--- src/rtl/inst_encode_queue_pkg.sv ---
// Shared opcode constants, command classes and RV32I/A field packers used by
// the instruction encode queue (values match the decoder's case items).
package inst_encode_queue_pkg;

    localparam logic [6:0] OP_LOAD   = 7'b0000011;
    localparam logic [6:0] OP_IMM    = 7'b0010011;
    localparam logic [6:0] OP_AUIPC  = 7'b0010111;
    localparam logic [6:0] OP_STORE  = 7'b0100011;
    localparam logic [6:0] OP_AMO    = 7'b0101111;
    localparam logic [6:0] OP_OP     = 7'b0110011;
    localparam logic [6:0] OP_LUI    = 7'b0110111;
    localparam logic [6:0] OP_BRANCH = 7'b1100011;
    localparam logic [6:0] OP_JALR   = 7'b1100111;
    localparam logic [6:0] OP_JAL    = 7'b1101111;
    localparam logic [6:0] OP_SYSTEM = 7'b1110011;

    localparam logic [31:0] BUBBLE_INST = 32'h0000_0000;

    typedef enum logic [3:0] {
        CLS_R      = 4'd0,
        CLS_I_ALU  = 4'd1,
        CLS_LOAD   = 4'd2,
        CLS_STORE  = 4'd3,
        CLS_BRANCH = 4'd4,
        CLS_JAL    = 4'd5,
        CLS_JALR   = 4'd6,
        CLS_LUI    = 4'd7,
        CLS_AUIPC  = 4'd8,
        CLS_SYSTEM = 4'd9,
        CLS_AMO    = 4'd10
    } cmd_class_e;

    function automatic logic [31:0] enc_r(input logic [6:0] f7, input logic [4:0] rs2,
                                          input logic [4:0] rs1, input logic [2:0] f3,
                                          input logic [4:0] rd, input logic [6:0] op);
        return {f7, rs2, rs1, f3, rd, op};
    endfunction

    function automatic logic [31:0] enc_i(input logic [11:0] imm, input logic [4:0] rs1,
                                          input logic [2:0] f3, input logic [4:0] rd,
                                          input logic [6:0] op);
        return {imm, rs1, f3, rd, op};
    endfunction

    function automatic logic [31:0] enc_s(input logic [11:0] imm, input logic [4:0] rs2,
                                          input logic [4:0] rs1, input logic [2:0] f3,
                                          input logic [6:0] op);
        return {imm[11:5], rs2, rs1, f3, imm[4:0], op};
    endfunction

    // imm_12_1 is the byte offset with bit 0 already dropped
    function automatic logic [31:0] enc_b(input logic [11:0] imm_12_1, input logic [4:0] rs2,
                                          input logic [4:0] rs1, input logic [2:0] f3,
                                          input logic [6:0] op);
        return {imm_12_1[11], imm_12_1[9:4], rs2, rs1, f3, imm_12_1[3:0], imm_12_1[10], op};
    endfunction

    function automatic logic [31:0] enc_u(input logic [19:0] imm_31_12, input logic [4:0] rd,
                                          input logic [6:0] op);
        return {imm_31_12, rd, op};
    endfunction

    function automatic logic [31:0] enc_j(input logic [19:0] imm_20_1, input logic [4:0] rd,
                                          input logic [6:0] op);
        return {imm_20_1[19], imm_20_1[9:0], imm_20_1[10], imm_20_1[18:11], rd, op};
    endfunction

endpackage

--- src/rtl/inst_encode_queue_if.sv ---
// Command and instruction-issue handshake bundle between a sequencer (master)
// and the encode queue (slave).
interface inst_encode_queue_if #(
    parameter int DEPTH = 4,
    parameter int CNT_W = $clog2(DEPTH) + 1
);
    logic             cmd_valid;
    logic             cmd_ready;
    logic [3:0]       cmd_class;
    logic [4:0]       cmd_rd;
    logic [4:0]       cmd_rs1;
    logic [4:0]       cmd_rs2;
    logic [2:0]       cmd_funct3;
    logic             cmd_alt;
    logic [31:0]      cmd_imm;
    logic             inst_valid;
    logic             inst_ready;
    logic [31:0]      inst;
    logic             enc_err;
    logic [CNT_W-1:0] count;

    modport master (
        output cmd_valid, cmd_class, cmd_rd, cmd_rs1, cmd_rs2, cmd_funct3, cmd_alt, cmd_imm,
        output inst_ready,
        input  cmd_ready, inst_valid, inst, enc_err, count
    );

    modport slave (
        input  cmd_valid, cmd_class, cmd_rd, cmd_rs1, cmd_rs2, cmd_funct3, cmd_alt, cmd_imm,
        input  inst_ready,
        output cmd_ready, inst_valid, inst, enc_err, count
    );
endinterface

--- src/rtl/inst_encode_queue_sync_fifo.sv ---
// Single-clock FIFO with occupancy count and synchronous clear.
module sync_fifo #(
    parameter int DEPTH = 4,
    parameter int WIDTH = 32,
    parameter int CNT_W = $clog2(DEPTH) + 1
) (
    input  logic             clk,
    input  logic             rst_n,
    input  logic             clr,
    input  logic             push,
    input  logic [WIDTH-1:0] wdata,
    input  logic             pop,
    output logic [WIDTH-1:0] rdata,
    output logic             full,
    output logic             empty,
    output logic [CNT_W-1:0] count
);
    localparam int AW = $clog2(DEPTH);

    logic [WIDTH-1:0] mem_r [DEPTH];
    logic [AW-1:0]    wr_ptr_r;
    logic [AW-1:0]    rd_ptr_r;
    logic [CNT_W-1:0] count_r;
    logic             push_en_s;
    logic             pop_en_s;

    assign full      = (count_r == CNT_W'(DEPTH));
    assign empty     = (count_r == {CNT_W{1'b0}});
    assign count     = count_r;
    assign rdata     = mem_r[rd_ptr_r];
    assign push_en_s = push & ~full;
    assign pop_en_s  = pop & ~empty;

    // Storage, pointers (wrap naturally at power-of-2 DEPTH) and occupancy
    always_ff @(posedge clk or negedge rst_n) begin
        if (!rst_n) begin
            for (int i = 0; i < DEPTH; i++) begin
                mem_r[i] <= {WIDTH{1'b0}};
            end
            wr_ptr_r <= {AW{1'b0}};
            rd_ptr_r <= {AW{1'b0}};
            count_r  <= {CNT_W{1'b0}};
        end else if (clr) begin
            wr_ptr_r <= {AW{1'b0}};
            rd_ptr_r <= {AW{1'b0}};
            count_r  <= {CNT_W{1'b0}};
        end else begin
            if (push_en_s) begin
                mem_r[wr_ptr_r] <= wdata;
                wr_ptr_r        <= wr_ptr_r + AW'(1);
            end
            if (pop_en_s) begin
                rd_ptr_r <= rd_ptr_r + AW'(1);
            end
            case ({push_en_s, pop_en_s})
                2'b10:   count_r <= count_r + CNT_W'(1);
                2'b01:   count_r <= count_r - CNT_W'(1);
                default: count_r <= count_r;
            endcase
        end
    end
endmodule

--- src/rtl/inst_encode_queue.sv ---
// Encodes field-level commands into RV32I/A words, queues them and issues them
// to decode; a flush drops queued work and presents one all-zero bubble.
module inst_encode_queue
    import inst_encode_queue_pkg::*;
#(
    parameter int DEPTH = 4,
    parameter int CNT_W = $clog2(DEPTH) + 1
) (
    input  logic               clk,
    input  logic               reset_n,
    input  logic               flush,
    inst_encode_queue_if.slave bus
);
    localparam logic [0:0] ST_RUN   = 1'b0;
    localparam logic [0:0] ST_FLUSH = 1'b1;

    logic [0:0]       state_r;
    logic [0:0]       state_nxt_s;
    logic             enc_err_r;
    logic [31:0]      enc_word_s;
    logic             enc_legal_s;
    logic [11:0]      ialu_imm_s;
    logic             cmd_ready_s;
    logic             accept_s;
    logic             push_s;
    logic             pop_s;
    logic             fifo_full_s;
    logic             fifo_empty_s;
    logic [CNT_W-1:0] fifo_count_s;
    logic [31:0]      head_s;

    // Shift-immediate forms carry alt in bit 30 and a 5-bit shamt
    always_comb begin
        ialu_imm_s = bus.cmd_imm[11:0];
        if (bus.cmd_funct3 == 3'b001 || bus.cmd_funct3 == 3'b101) begin
            ialu_imm_s = {1'b0, bus.cmd_alt, 5'b00000, bus.cmd_imm[4:0]};
        end else begin
            ialu_imm_s = bus.cmd_imm[11:0];
        end
    end

    // Combinational encoder from command fields
    always_comb begin
        enc_word_s  = BUBBLE_INST;
        enc_legal_s = 1'b1;
        case (cmd_class_e'(bus.cmd_class))
            CLS_R:      enc_word_s = enc_r({1'b0, bus.cmd_alt, 5'b00000}, bus.cmd_rs2, bus.cmd_rs1,
                                           bus.cmd_funct3, bus.cmd_rd, OP_OP);
            CLS_I_ALU:  enc_word_s = enc_i(ialu_imm_s, bus.cmd_rs1, bus.cmd_funct3, bus.cmd_rd, OP_IMM);
            CLS_LOAD:   enc_word_s = enc_i(bus.cmd_imm[11:0], bus.cmd_rs1, bus.cmd_funct3, bus.cmd_rd, OP_LOAD);
            CLS_STORE:  enc_word_s = enc_s(bus.cmd_imm[11:0], bus.cmd_rs2, bus.cmd_rs1, bus.cmd_funct3, OP_STORE);
            CLS_BRANCH: enc_word_s = enc_b(bus.cmd_imm[12:1], bus.cmd_rs2, bus.cmd_rs1, bus.cmd_funct3, OP_BRANCH);
            CLS_JAL:    enc_word_s = enc_j(bus.cmd_imm[20:1], bus.cmd_rd, OP_JAL);
            CLS_JALR:   enc_word_s = enc_i(bus.cmd_imm[11:0], bus.cmd_rs1, bus.cmd_funct3, bus.cmd_rd, OP_JALR);
            CLS_LUI:    enc_word_s = enc_u(bus.cmd_imm[31:12], bus.cmd_rd, OP_LUI);
            CLS_AUIPC:  enc_word_s = enc_u(bus.cmd_imm[31:12], bus.cmd_rd, OP_AUIPC);
            CLS_SYSTEM: enc_word_s = enc_i(bus.cmd_imm[11:0], bus.cmd_rs1, bus.cmd_funct3, bus.cmd_rd, OP_SYSTEM);
            CLS_AMO:    enc_word_s = enc_r(bus.cmd_imm[6:0], bus.cmd_rs2, bus.cmd_rs1,
                                           bus.cmd_funct3, bus.cmd_rd, OP_AMO);
            default: begin
                enc_word_s  = BUBBLE_INST;
                enc_legal_s = 1'b0;
            end
        endcase
    end

    // A flush in the same cycle blocks the command even though ready is high
    assign cmd_ready_s = (state_r == ST_RUN) & ~fifo_full_s;
    assign accept_s    = bus.cmd_valid & cmd_ready_s & ~flush;
    assign push_s      = accept_s & enc_legal_s;
    assign pop_s       = (state_r == ST_RUN) & bus.inst_ready & ~fifo_empty_s & ~flush;

    sync_fifo #(
        .DEPTH (DEPTH),
        .WIDTH (32),
        .CNT_W (CNT_W)
    ) u_fifo (
        .clk   (clk),
        .rst_n (reset_n),
        .clr   (flush),
        .push  (push_s),
        .wdata (enc_word_s),
        .pop   (pop_s),
        .rdata (head_s),
        .full  (fifo_full_s),
        .empty (fifo_empty_s),
        .count (fifo_count_s)
    );

    // Next-state: flush wins; the bubble retires when decode takes it
    always_comb begin
        state_nxt_s = state_r;
        case (state_r)
            ST_RUN: begin
                if (flush) begin
                    state_nxt_s = ST_FLUSH;
                end else begin
                    state_nxt_s = ST_RUN;
                end
            end
            ST_FLUSH: begin
                if (flush) begin
                    state_nxt_s = ST_FLUSH;
                end else if (bus.inst_ready) begin
                    state_nxt_s = ST_RUN;
                end else begin
                    state_nxt_s = ST_FLUSH;
                end
            end
            default: state_nxt_s = ST_RUN;
        endcase
    end

    // State and the illegal-class pulse
    always_ff @(posedge clk or negedge reset_n) begin
        if (!reset_n) begin
            state_r   <= ST_RUN;
            enc_err_r <= 1'b0;
        end else begin
            state_r   <= state_nxt_s;
            enc_err_r <= accept_s & ~enc_legal_s;
        end
    end

    assign bus.cmd_ready  = cmd_ready_s;
    assign bus.inst_valid = (state_r == ST_FLUSH) | ~fifo_empty_s;
    assign bus.inst       = ((state_r == ST_FLUSH) || fifo_empty_s) ? BUBBLE_INST : head_s;
    assign bus.enc_err    = enc_err_r;
    assign bus.count      = fifo_count_s;
endmodule

--- src/flat_wrapper.sv ---
// flat-port wrapper written by rule: the top's interface ports become plain ports
module inst_encode_queue_flat import inst_encode_queue_pkg::*;
#(
    parameter int DEPTH = 4,
    parameter int CNT_W = $clog2(DEPTH) + 1
)
  (clk, reset_n, flush, bus_cmd_valid, bus_cmd_class, bus_cmd_rd, bus_cmd_rs1, bus_cmd_rs2, bus_cmd_funct3, bus_cmd_alt, bus_cmd_imm, bus_inst_ready, bus_cmd_ready, bus_inst_valid, bus_inst, bus_enc_err, bus_count);
  inst_encode_queue_if #(.DEPTH(DEPTH), .CNT_W(CNT_W)) bus_i ();
  input  logic clk;
  input  logic reset_n;
  input  logic flush;
  input wire logic [$bits(bus_i.cmd_valid)-1:0] bus_cmd_valid;
  input wire logic [$bits(bus_i.cmd_class)-1:0] bus_cmd_class;
  input wire logic [$bits(bus_i.cmd_rd)-1:0] bus_cmd_rd;
  input wire logic [$bits(bus_i.cmd_rs1)-1:0] bus_cmd_rs1;
  input wire logic [$bits(bus_i.cmd_rs2)-1:0] bus_cmd_rs2;
  input wire logic [$bits(bus_i.cmd_funct3)-1:0] bus_cmd_funct3;
  input wire logic [$bits(bus_i.cmd_alt)-1:0] bus_cmd_alt;
  input wire logic [$bits(bus_i.cmd_imm)-1:0] bus_cmd_imm;
  input wire logic [$bits(bus_i.inst_ready)-1:0] bus_inst_ready;
  output wire logic [$bits(bus_i.cmd_ready)-1:0] bus_cmd_ready;
  output wire logic [$bits(bus_i.inst_valid)-1:0] bus_inst_valid;
  output wire logic [$bits(bus_i.inst)-1:0] bus_inst;
  output wire logic [$bits(bus_i.enc_err)-1:0] bus_enc_err;
  output wire logic [$bits(bus_i.count)-1:0] bus_count;
  assign bus_i.cmd_valid = bus_cmd_valid;
  assign bus_i.cmd_class = bus_cmd_class;
  assign bus_i.cmd_rd = bus_cmd_rd;
  assign bus_i.cmd_rs1 = bus_cmd_rs1;
  assign bus_i.cmd_rs2 = bus_cmd_rs2;
  assign bus_i.cmd_funct3 = bus_cmd_funct3;
  assign bus_i.cmd_alt = bus_cmd_alt;
  assign bus_i.cmd_imm = bus_cmd_imm;
  assign bus_i.inst_ready = bus_inst_ready;
  assign bus_cmd_ready = bus_i.cmd_ready;
  assign bus_inst_valid = bus_i.inst_valid;
  assign bus_inst = bus_i.inst;
  assign bus_enc_err = bus_i.enc_err;
  assign bus_count = bus_i.count;
  inst_encode_queue #(.DEPTH(DEPTH), .CNT_W(CNT_W)) u_core (.clk(clk), .reset_n(reset_n), .flush(flush), .bus(bus_i));
endmodule
--- config.mk ---
export PLATFORM = sky130hd
export DESIGN_NAME = inst_encode_queue_flat
export DESIGN_NICKNAME = d
export VERILOG_FILES = /design/src/rtl/inst_encode_queue_pkg.sv /design/src/rtl/inst_encode_queue_if.sv /design/src/rtl/inst_encode_queue_sync_fifo.sv /design/src/rtl/inst_encode_queue.sv /design/src/flat_wrapper.sv
export SDC_FILE = /design/constraint.sdc
export NUM_CORES = 1
export LEC_CHECK = 0
export CORE_MARGIN = 2
export CORE_UTILIZATION = 29
export DETAILED_ROUTE_END_ITERATION = 10
export HOLD_SLACK_MARGIN = 0.02
export SYNTH_ARGS = -nofsm -noshare
export SYNTH_HDL_FRONTEND = slang
export SYNTH_SLANG_ARGS = --single-unit
export TNS_END_PERCENT = 20
--- constraint.sdc ---
create_clock -name clk -period 3 [get_ports clk]
set_clock_uncertainty 0.05 [all_clocks]
set_input_delay 0.45 -clock clk [delete_from_list [all_inputs] [get_ports clk]]
set_output_delay 0.45 -clock clk [all_outputs]
set_load 0.01 [all_outputs]
Word-level counts from Yosys, hierarchy flattened
Cells that the tools add are included.
{"block": "word_totals", "elab_cells": 79, "register_bits": 137, "output_inout_bits": 38}
{"block": "op_classes", "n_reduce_logical": 10, "muxes": 20, "order_cmp": 3, "n_bitwise": 18, "n_eq_ne": 15, "addsub": 4}
{"cell": "case mux 32 bit (11 select lines)", "count": 1}
{"cell": "bitwise mux 128 bit", "count": 1}
{"cell": "2-to-1 mux 32 bit", "count": 4}
{"cell": "binary-select mux 32 bit (select 2 bit)", "count": 1}
{"cell": "demux 32 bit (select 2 bit)", "count": 1}
{"cell": "equality test 4 x 3 -> 1 bit, second input constant", "count": 4}
{"cell": "equality test 4 bit, second input constant", "count": 3}
{"cell": "2-to-1 mux 12 bit", "count": 1}
{"cell": "OR reduction 11 bit", "count": 1}
{"cell": "AND 1 bit", "count": 10}
{"cell": "equality test 4 x 2 -> 1 bit, second input constant", "count": 2}
{"cell": "2-to-1 mux 2 bit", "count": 4}
{"cell": "equality test 3 bit, second input constant", "count": 2}
{"cell": ">= comparator 3 bit, second input constant", "count": 2}
{"cell": "inverter 2 -> 3 bit", "count": 2}
{"cell": "case mux 3 bit (2 select lines)", "count": 1}
{"cell": "inverter 1 bit", "count": 5}
{"cell": "adder 2 x 1 -> 2 bit, second input constant", "count": 2}
{"cell": "equality test 4 x 1 -> 1 bit, second input constant", "count": 1}
{"cell": "zero test 4 bit", "count": 1}
{"cell": "2-to-1 mux 1 bit", "count": 4}
{"cell": "nonzero test 2 bit", "count": 2}
{"cell": "adder 3 x 1 -> 3 bit, second input constant", "count": 1}
{"cell": "equality test 3 x 1 -> 1 bit, second input constant", "count": 1}
{"cell": "12 further kinds", "count": 13}

Depth between registers and ports, before layout
Gate-level depths: netlist (run 1).
{"block": "depth", "ltp_word": 10, "ltp_mapped": 10, "depth_no_buf": 8}

Modules after synthesis
Synthesis (run 1) repeated with hierarchy kept, for this count alone.
{"block": "hier_totals", "cells_unflattened": 578, "area_unflattened_um2": 7652.3}
{"module": "sync_fifo", "seq_area_each_um2": 3378.2, "area_each_um2": 6237.2, "instances": 1, "cells_per_inst": 375}
{"module": "inst_encode_queue", "seq_area_each_um2": 50.0, "area_each_um2": 1415.1, "instances": 1, "cells_per_inst": 203}

Worst setup path before layout (run 1)
OpenSTA, ideal clock, no wires.
{"block": "synth_timing", "kind": "input -> register", "from": "in bus_cmd_valid", "to": "reg u_core.u_fifo.count_r[2], in the netlist u_core.u_fifo.count[2]", "stages": 9, "n_path_buf": 1, "setup_ns": 0.069, "required_time_ns": 2.881, "setup_slack_ns": 0.587, "arrival_time_ns": 2.294, "cell_sequence": "nor3b_2 > o211a_2 > buf_2 > nor3_1 > fa_1 > nor3_1 > nand3_1 > a21o_1 > nand3_1"}
{"block": "synth_via", "elab_chain_len": 7, "elab_cells_between_ends": 9, "cone_classes": "eq/ne (2); mux (2); bitwise (4); reduce/logical (1)"}
{"item": "from (decl)", "line_no": "flat_wrapper.sv:12", "source": "input wire logic [$bits(bus_i.cmd_valid)-1:0] bus_cmd_valid;"}
{"item": "AND 1 bit (*) (2 in a row)", "line_no": "inst_encode_queue.sv:69", "source": "assign accept_s = bus.cmd_valid & cmd_ready_s & ~flush;"}
{"item": "AND 1 bit (*)", "line_no": "inst_encode_queue.sv:70", "source": "assign push_s = accept_s & enc_legal_s;"}
{"item": "AND 1 bit (*)", "line_no": "inst_encode_queue_sync_fifo.sv:31", "source": "assign push_en_s = push & ~full;"}
{"item": "equality test 2 x 1 -> 1 bit / equality test 2 bit (equally long branches)", "line_no": "inst_encode_queue_sync_fifo.sv:55", "source": "case ({push_en_s, pop_en_s})"}
{"item": "case mux 3 bit (2 select lines)", "line_no": "inst_encode_queue_sync_fifo.sv:55"}
{"item": "2-to-1 mux 3 bit", "line_no": "inst_encode_queue_sync_fifo.sv:43", "source": "end else if (clr) begin"}
{"item": "to (signal assigned)", "line_no": "inst_encode_queue_sync_fifo.sv:42", "source": "count_r <= {CNT_W{1'b0}};"}
{"item": "to (signal assigned)", "line_no": "inst_encode_queue_sync_fifo.sv:56", "source": "2'b10: count_r <= count_r + CNT_W'(1);"}
{"item": "to (signal assigned)", "line_no": "inst_encode_queue_sync_fifo.sv:57", "source": "2'b01: count_r <= count_r - CNT_W'(1);"}
{"item": "to (decl)", "line_no": "inst_encode_queue_sync_fifo.sv:23", "source": "logic [CNT_W-1:0] count_r;"}
Every way passes the cells marked *; elsewhere a longest branch is shown, timed or not.
A chain may end at the register's enable or synchronous reset.

Worst setup path after layout (run 1)
{"block": "layout_timing", "from": "reg u_core.u_fifo.count_r[0], in the netlist u_core.u_fifo.count[0]", "to": "out bus_inst[8]"}
{"block": "layout_via", "elab_chain_len": 3}
{"item": "from (signal assigned)", "line_no": "inst_encode_queue_sync_fifo.sv:42"}
{"item": "from (signal assigned)", "line_no": "inst_encode_queue_sync_fifo.sv:46", "source": "count_r <= {CNT_W{1'b0}};"}
{"item": "from (signal assigned)", "line_no": "inst_encode_queue_sync_fifo.sv:56"}
{"item": "zero test 3 bit", "line_no": "inst_encode_queue_sync_fifo.sv:28", "source": "assign empty = (count_r == {CNT_W{1'b0}});"}
{"item": "logical OR 1 bit", "line_no": "inst_encode_queue.sv:127", "source": "assign bus.inst = ((state_r == ST_FLUSH) || fifo_empty_s) ? BUBBLE_INST : head_s;"}
{"item": "2-to-1 mux 32 bit", "line_no": "inst_encode_queue.sv:127"}
{"item": "to (decl)", "line_no": "flat_wrapper.sv:23", "source": "output wire logic [$bits(bus_i.inst)-1:0] bus_inst;"}
Every way passes these cells.

==> results of run 1 <==
[metal layers]
metal	vias up	routed length (µm)	track usage, %	part of all wire (%)
met5	-	0	0	0
met4	0	367	5.44	1.9
met3	24	927	3.15	4.7
met2	132	9280	25.1	47
met1	2839	9090	20.8	46
li1	2807	-	-	-
[per-stage QoR]
stage	total power [mW]	std cells	util, %	area, µm²	setup slack (ns)
global route	5.33	1146	37.6	9130	0.0305
CTS	5.13	1146	37.6	9120	0.0677
detailed placement	3.01	1113	35.1	8510	0.322
global placement	2.99	1113	35.1	8510	0.348
finish	5.09	1146	37.6	9130	0.169
floorplan	2.69	728	-	7130	0.587
[sequential cells by signal (all words and copies together), names as in the netlist]
signal,count
u_core.u_fifo.mem_r,124
u_core.u_fifo.count,3
u_core.u_fifo.rd_ptr_r,2
u_core.u_fifo.wr_ptr_r,2
u_core.bus.enc_err,1
u_core.state_r,1
[power by group]
| group | internal (mW) | switching (mW) | total (mW) |
|---|---|---|---|
| Clock | 1.33 | 0.786 | 2.11 |
| Combinational | 0.435 | 0.390 | 0.824 |
| Sequential | 2.03 | 0.121 | 2.15 |
| Total | 3.79 | 1.30 | 5.09 |
[cell usage after synthesis, drive strengths merged (18+ instances only)]
cell type,instances,area [µm²]
dfrtp,133,3330
nand2,74,278
nor2,74,280
o21ai,68,340
a21oi,49,245
a31oi,43,269
buf,37,189
nor2b,36,225
mux4,31,698
nand2b,27,169
clkbuf,25,93.8
nand3,18,90.1
[path summary, 6_finish.rpt]
path                       cells past startpoint                          startpoint  slack [ns]                               endpoint
max in group asynchronous                      3                             reset_n        1.51  u_core.u_fifo.rd_ptr_r[0]$_DFFE_PN0P_
max reg2reg                                    8  u_core.u_fifo.count[2]$_DFFE_PN0P_        0.62     u_core.u_fifo.count[2]$_DFFE_PN0P_
min                                            1  u_core.u_fifo.mem_r[1]$_DFFE_PN0P_        0.41     u_core.u_fifo.mem_r[1]$_DFFE_PN0P_
min in group asynchronous                      2                             reset_n        0.53    u_core.u_fifo.mem_r[81]$_DFFE_PN0P_
min reg2reg                                    1  u_core.u_fifo.mem_r[1]$_DFFE_PN0P_        0.41     u_core.u_fifo.mem_r[1]$_DFFE_PN0P_
max                                            5  u_core.u_fifo.count[0]$_DFFE_PN0P_        0.17                            bus_inst[8]
[kinds of logic (layout without fill, tap and decap cells)]
| group | after synthesis | after routing |
|---|---|---|
| buf+inv | 70 | 164 |
| mux | 32 | 32 |
| compound gates | 213 | 213 |
| fa+ha+maj | 5 | 5 |
| flops | 133 | 133 |
| xor+xnor | 5 | 5 |
| simple gates | 270 | 270 |
[worst reg2reg max path, stage by stage (launching register included)]
cell	delay [ns]
sky130_fd_sc_hd__dfrtp_1	0.45
sky130_fd_sc_hd__or3b_1	0.48
sky130_fd_sc_hd__o211a_2	0.28
sky130_fd_sc_hd__nor3_1	0.06
sky130_fd_sc_hd__fa_1	0.42
sky130_fd_sc_hd__nor3_1	0.21
sky130_fd_sc_hd__nand3_1	0.09
sky130_fd_sc_hd__a21o_1	0.20
sky130_fd_sc_hd__nand3_1	0.08
[layout make-up]
class | instances | area [µm²]
Multi-Input combinational cell | 525 | 3510
Fill cell | 2471 | 15100
Inverter | 8 | 30.0
Sequential cell | 133 | 3330
Clock buffer | 20 | 447
Tap cell | 324 | 405
Timing Repair Buffer | 124 | 1250
Clock inverter | 12 | 154
[repair_timing]
item / CTS / global route
resized for setup: 0 / 1
endpoints found under the setup margin: 0 / 1
hold buffers: 1 / 0
hold endpoints to repair: 39 / 0
==> results.md, run 1 <==
Clock network:
- The tree is rooted in a sky130_fd_sc_hd__clkbuf_16.
- The clock net in this run drives a total of 133 sinks.
- The clock network latency to the later pin of the worst-skew pair is 0.42 ns.
- Buffers inserted during clock tree synthesis total 17.
- The number of buffers inserted by post-CTS setup repair is 0.
- TritonCTS built the clock tree.
- Clock-pin slew was measured on the worst setup and hold paths at 0.06 ns.
- The depth of the CTS H-tree is 4.
- The clock passes through at most 2 buffers.

Drt:
- The number of iterations in the first detailed-routing pass is 6.
- The overall via count from detail_route is 5802.
- The total routed wirelength is 19700 µm.
- After detailed routing, the average wire length per cell comes to 17.2 µm.
- The mean number of vias per cell is 5.06.
- After detailed routing, the number of remaining DRC violations is 0.
- Once detail routing completed, the nets flagged for antenna violations numbered 0.
- The initial detailed-routing violation count is 469.

STA:
- At the pin with the least slew margin, the transition time is 0.636 ns.
- The final hold violation count is 0.
- The routed design could run at a clock period as short as 2.83 ns.
- Based on the critical path, the design can be clocked at up to 0.353 GHz.
- The worst relative slew slack is 57.6%.
- The number of setup violations in the final report is 0.
- In the final timing run, aggregate negative setup slack is 0 ns.
- The final hold slack is 0.411 ns.
- The final max-slew violation count is 0.
- The share of the clock period used by the worst path after layout is 94.4%.
- Setup repair after global routing left no endpoint under its margin.

Floorplan:
- In this run the count of I/O pins placed on the die edge is 98.
- The total die area is 0.0259 mm².
- In this run the horizontal extent of the chip is 161 µm.
- The die is 161 µm tall.
- After floorplanning, the core was divided into 57 placement rows.
- For this configuration, the core starts out at a cell density of 29.4%.
- The area of the core is 0.0242 mm².

Setup path:
- The setup path with the least slack is of type register to primary output.
- In this design, the largest share of critical-path delay is due to simple AND/OR/NAND/NOR gates.
- At the worst endpoint, the required time is 2.50 ns.
- STA classifies the critical path endpoint as a primary output.
- The signal on the critical path passes through or3_1 -> nand2b_1 -> buf_12 -> nor2b_1 -> clkdlybuf4s50_1.
- Of all nets on the critical path, the largest fanout is 31.
- The buffers plus inverters on the worst setup path is 2.
- STA classifies the critical path startpoint as a register.
- The slowest stage of the critical path belongs to the cell sky130_fd_sc_hd__clkdlybuf4s50_1.
- Data on the critical path arrives at its endpoint at 2.33 ns.
- On the worst path, the slowest cell contributes a delay of 0.49 ns.

Power and ir drop:
- The maximum VDD drop is 0.360 mV.
- For this design the ratio of total power to cell area is 558 mW/mm².
- The leakage power is 3.64 nW.

Yosys:
- The post-synthesis instance area is 0.00713 mm².
- The primary flip-flop cell chosen by synthesis mapping is sky130_fd_sc_hd__dfrtp_1.
- The basic-gate share of the synthesized area counting and, or, nand and nor cells is 19.0%.
- During synthesis, Yosys emitted a total of 0 warnings.
- The synthesis-stage register bit count is 133.
- The synthesized netlist devotes 18.4% of its cell area to compound gates.
- The number of distinct standard cells referenced by the synthesized netlist is 58.
- After Yosys synthesis, XOR and XNOR cells account for 0.614% of the synthesized area.
- The number of synthesized flops with an enable pin is 0.
- The adder-cell share of the synthesized area is 0.983%.
- Dividing the synthesized area by the synthesized cell count gives 9.79 µm².
- The synthesized instance count is 728.
- Synthesis produced a netlist with a net count of 793.
- The fraction of synthesis flops using an asynchronous set or reset pin is 100%.
- After synthesis, the largest family of logic cells by area is simple AND/OR/NAND/NOR gates.
- The sequential-to-total area share from yosys stat is 46.7%.
- In the synthesized netlist, mux cells make up 9.94% of the area.

Global routing:
- The number of antenna violations at the first check in global routing was 1.
- The pin count of the biggest net entering global routing is 49.
- The overflow left after global routing is 0.
- The number of global-route vias before repair is 5459.
- The global-route wire length before repair is 31000 µm.
- Across every metal layer, demand over resource in global routing totals 15.5%.

Cells and area:
- The total inserted antenna cells is 0.
- The area growth from synthesis to layout is 28.0%.
- Leaving out fill and tap cells, the most frequent cells in the layout are 132 x sky130_fd_sc_hd__dfrtp_1, 95 x sky130_fd_sc_hd__clkdlybuf4s50_1, 74 x sky130_fd_sc_hd__nand2_1.
- The net count of the finished layout is 874.
- The share of post-route cells with drive strength above 1 is 12.9%.
- The most common cell after layout, fill and taps aside is sky130_fd_sc_hd__dfrtp_1.

Placed design:
- The HPWL after detailed placement is 13300 µm.
- In this run the tool buffered the top-level ports with 97 buffer cells.
- The congestion estimate from routability-driven global placement came to 0.809.

Run:
- Across the run, the number of max-cap violations was 0.

Status:
- The flow ran to the end, and the final reports show no timing, DRC or antenna violations.

Worst hold path:
- The class of the worst hold path is register to register.
No activity file was read; power rests on OpenSTA's default activity.
==> run 2: changes to the inputs <==
--- a/config.mk
+++ b/config.mk
@@ -5,6 +5,7 @@
 export SDC_FILE = /design/constraint.sdc
 export NUM_CORES = 1
 export LEC_CHECK = 0
+export ABC_AREA = 1
 export CORE_MARGIN = 2
 export CORE_UTILIZATION = 29
 export DETAILED_ROUTE_END_ITERATION = 10
==> run 2 against run 1 <==
  * Die area shrank 6.0%
  * Sequential share of layout area grew 2.0 points
  * Cell count grew 7.9%
  * Synthesized area shrank 6.2%
  * Critical path type unchanged
  * Largest power group is now clock
  * Highest routed layer unchanged
==> results.md, run 2 <==
Setup path:
- The beginning of the worst register-to-register path is u_core.u_fifo.count[0]$_DFFE_PN0P_.
- The required arrival time at the worst endpoint is 2.50 ns.
- The data arrival time at the worst-slack endpoint is 2.28 ns.
- Along the worst path, the maximum fanout reaches 38.
- The critical path endpoint category is a primary output.
- Counting cells, the worst reg-to-reg path comes to 16.
- Across all register-to-register paths, the minimum setup slack is 0.53 ns.
- The endpoint identified for the worst register-to-register timing path is u_core.u_fifo.count[2]$_DFFE_PN0P_.
- STA classifies the critical path startpoint as a register.
- The class of the most critical setup path is register to primary output.

Global routing:
- The overflow left after global routing is 0.
- The number of global-route vias before repair is 5789.
- Across every metal layer, demand over resource in global routing totals 16.8%.
- The number of antenna violations at the first check in global routing was 0.
- The global-route wire length before repair is 31500 µm.
- Entering global routing, the biggest net connects 69 pins.

Cells and area:
- The sequential cell area in the final layout is 0.00333 mm².
- The share of post-route cells with drive strength above 1 is 8.52%.
- The total inserted antenna cells is 0.
- The top cell types in the final layout, fill and taps aside, are 229 x sky130_fd_sc_hd__nand2_1, 132 x sky130_fd_sc_hd__dfrtp_1, 125 x sky130_fd_sc_hd__o21ai_0.
- The multi-input combinational cells in the finished layout cover a total of 0.00285 mm².
- The final net count is 1003.
- The filler cells instantiated in the layout total 2306.
- Compared with the post-synthesis result, the final layout area differs by 29.2%.
- The most common cell after layout, fill and taps aside is sky130_fd_sc_hd__nand2_1.
- The register with the most flip-flops in the layout has 124 of them.
- After routing the design area is 0.00864 mm².
- More flip-flops sit in one register than any other, and that register is u_core.u_fifo.mem_r.

Placed design:
- The detailed-placement wirelength estimate is 13200 µm.
- The congestion estimate from routability-driven global placement came to 0.861.
- Summing all placed instances gives a cell area of 0.00797 mm².
- Buffers placed on the I/O ports in this run total 97.

Drt:
- The antenna violation net count after detailed routing is 0.
- The number of iterations in the first detailed-routing pass is 5.
- After detailed routing, the number of remaining DRC violations is 0.
- In the routed layout, each cell is associated on average with a via count of 4.85.
- The overall via count from detail_route is 5995.
- The initial detailed-routing violation count is 604.
- In the final routed layout, each cell accounts on average for 15.7 µm.
- The total routed wirelength is 19400 µm.

Status:
- The flow ran to the end, and the final reports show no timing, DRC or antenna violations.

Floorplan:
- The die width is 156 µm.
- The core region is 0.0226 mm².
- The die covers 0.0243 mm².
- The initial standard-cell utilization of the core is 29.5%.
- The die boundary height is 156 µm.
- The count of pins on the block boundary is 98.
- The number of placement rows is 55.

Clock network:
- The clock tree root driver cell is sky130_fd_sc_hd__clkbuf_16.
- The number of resized instances in the post-cts repair step is 0.
- The clock passes through at most 2 buffers.
- TritonCTS built the clock tree.
- For this design, the CTS-stage hold fixing added 0 buffers.
- The total clock sinks is 133.
- TritonCTS created 17 clock buffers.
- The clock transition time at the flip-flop clock pins of the worst setup and hold paths is 0.06 ns.
- The H-tree generated during clock tree synthesis spans 4 levels.
- The later pin in the worst-skew pair is clocked with a latency of 0.42 ns.

Yosys:
- The synthesized design contains 133 register bits.
- The number of warnings issued by yosys is 0.
- The area share of the largest cell type after synthesis is 49.8%.
- The number of synthesized flops with an enable pin is 0.
- The number of nets in the synthesized netlist is 915.
- By area the synthesized netlist is led by sky130_fd_sc_hd__dfrtp_1 50%, sky130_fd_sc_hd__nand2_1 13%, sky130_fd_sc_hd__o21ai_0 9.4%, sky130_fd_sc_hd__nor2_1 5.0%, sky130_fd_sc_hd__a21oi_1 4.7%.
- sky130_fd_sc_hd__dfrtp_1 takes more of the synthesized area than any other cell.
- The most used standard cell by instance count after synthesis is sky130_fd_sc_hd__nand2_1.
- The synthesized instance count is 850.
- Synthesis instantiated 31 different standard cells from the library.
- After synthesis the cells add up to 0.00669 mm².
- The sequential-to-total area share from yosys stat is 49.8%.
- Sorting the synthesized cells by how often they occur yields 229 x sky130_fd_sc_hd__nand2_1, 133 x sky130_fd_sc_hd__dfrtp_1, 125 x sky130_fd_sc_hd__o21ai_0.
- In the synthesized netlist the dominant register cell turns out to be sky130_fd_sc_hd__dfrtp_1.
- In this run the mean area of a mapped cell was 7.87 µm².
- The fraction of synthesis flops using an asynchronous set or reset pin is 100%.

STA:
- The maximum clock frequency is 0.360 GHz.
- The final max-slew violation count came to 0.
- For the pin with the worst max-slew slack, the measured transition is 0.698 ns.
- Dividing the final minimum period by the clock period gives 92.6%.
- The post-layout minimum cycle time is 2.78 ns.
- Setup repair after global routing left no endpoint under its margin.
- The number of setup violations in the final report is 0.
- The worst relative slew slack is 53.0%.
- The final-layout setup total negative slack is 0 ns.
- The final hold violation count is 0.

Worst hold path:
- The min-delay analysis places its worst path in the category input port to async pin.

Power and ir drop:
- The maximum VDD drop is 0.413 mV.
- The total power divided by cell area is 620 mW/mm².
- Overall power consumption after layout is estimated at 5.36 mW.
- The leakage power is 3.96 nW.

Run:
- The number of violations of the max-capacitance limit is 0.
-- run 2: cell count changes after synthesis, moves of 26 or more --
cell and delta:
sky130_fd_sc_hd__o21ai_1 +48, sky130_fd_sc_hd__nand2_1 +155, sky130_fd_sc_hd__nor2b_1 -36, sky130_fd_sc_hd__inv_1 +36, sky130_fd_sc_hd__a31oi_1 -43, sky130_fd_sc_hd__nand2b_1 -26, sky130_fd_sc_hd__o21ai_0 +58, sky130_fd_sc_hd__mux4_2 -31
-- run 2: kinds of logic (layout without fill, tap and decap cells) --
logic type,Yosys count,after routing,synth area share [%]
buffers and inverters,104,205,7.61
xor gates and xnor gates,1,1,0.131
AOI/OAI and AO/OA,262,262,20.6
DFF,133,133,49.8
adders and majority gates,5,5,1.05
and+or+nand+nor,345,345,20.8
-- run 2: final cells by class --
type	count	share of cell area (%)
Clock buffer	25	5.85
Clock inverter	7	1.64
Inverter	54	2.40
Multi-Input combinational cell	613	33.0
Sequential cell	133	38.5
Tap cell	285	4.13
Timing Repair Buffer	119	14.4
-- run 2: how the worst max path moves through the flow --
stage / startpoint / to / slack (ns)
3_5_place_dp: bus_cmd_class[0] / u_core.u_fifo.count[2]$_DFFE_PN0P_ / 0.14
3_3_place_gp: bus_cmd_class[0] / u_core.u_fifo.count[2]$_DFFE_PN0P_ / 0.20
2_1_floorplan: u_core.u_fifo.count[0]$_DFFE_PN0P_ / u_core.u_fifo.count[2]$_DFFE_PN0P_ / 0.85
6_report: u_core.u_fifo.rd_ptr_r[0]$_DFFE_PN0P_ / bus_inst[31] / 0.22
5_1_grt: u_core.u_fifo.rd_ptr_r[0]$_DFFE_PN0P_ / bus_inst[31] / 0.09
4_1_cts: u_core.u_fifo.rd_ptr_r[0]$_DFFE_PN0P_ / bus_inst[6] / 0.20
-- run 2: worst max-delay path: stages (launching register included) --
cell and delay, ns:
sky130_fd_sc_hd__dfrtp_2 0.43, sky130_fd_sc_hd__buf_12 0.14, sky130_fd_sc_hd__buf_12 0.16, sky130_fd_sc_hd__a21oi_1 0.15
sky130_fd_sc_hd__o21ai_0 0.09, sky130_fd_sc_hd__a21oi_1 0.28, sky130_fd_sc_hd__clkdlybuf4s50_1 0.60
-- run 2: repair_timing --
action | in CTS | in global routing
endpoints found under the hold margin | 0 | 0
buffers inserted | 2 | 0
setup endpoints to repair | 5 | 0
-- run 2: where the power goes --
part | internal, mW | leakage (nW) | switching (mW)
logic | 0.423 | 1.93 | 0.568
clock network | 1.50 | 0.314 | 0.769
registers | 2.00 | 1.71 | 0.103
-- run 2: metrics by stage --
| step | cells | util, % | worst slack, ns | hold WS, ns |
|---|---|---|---|---|
| after floorplan | 850 | - | 0.852 | 0.104 |
| after global placement | 1202 | 35.2 | 0.199 | 0.383 |
| after detailed placement | 1202 | 35.2 | 0.145 | 0.388 |
| after CTS | 1236 | 38.2 | 0.199 | 0.0216 |
| after global routing | 1236 | 38.2 | 0.0883 | 0.0444 |
| final | 1236 | 38.2 | 0.222 | 0.00631 |
-- run 2: routing by layer --
layer	track usage, %	part of all wire [%]	routed length (µm)	vias up
met2	26.7	47	9110	156
met5	0	0	0	-
li1	-	-	-	2962
met1	22.6	47	9070	2861
met4	5.29	1.2	242	0
met3	3.94	5.0	972	16
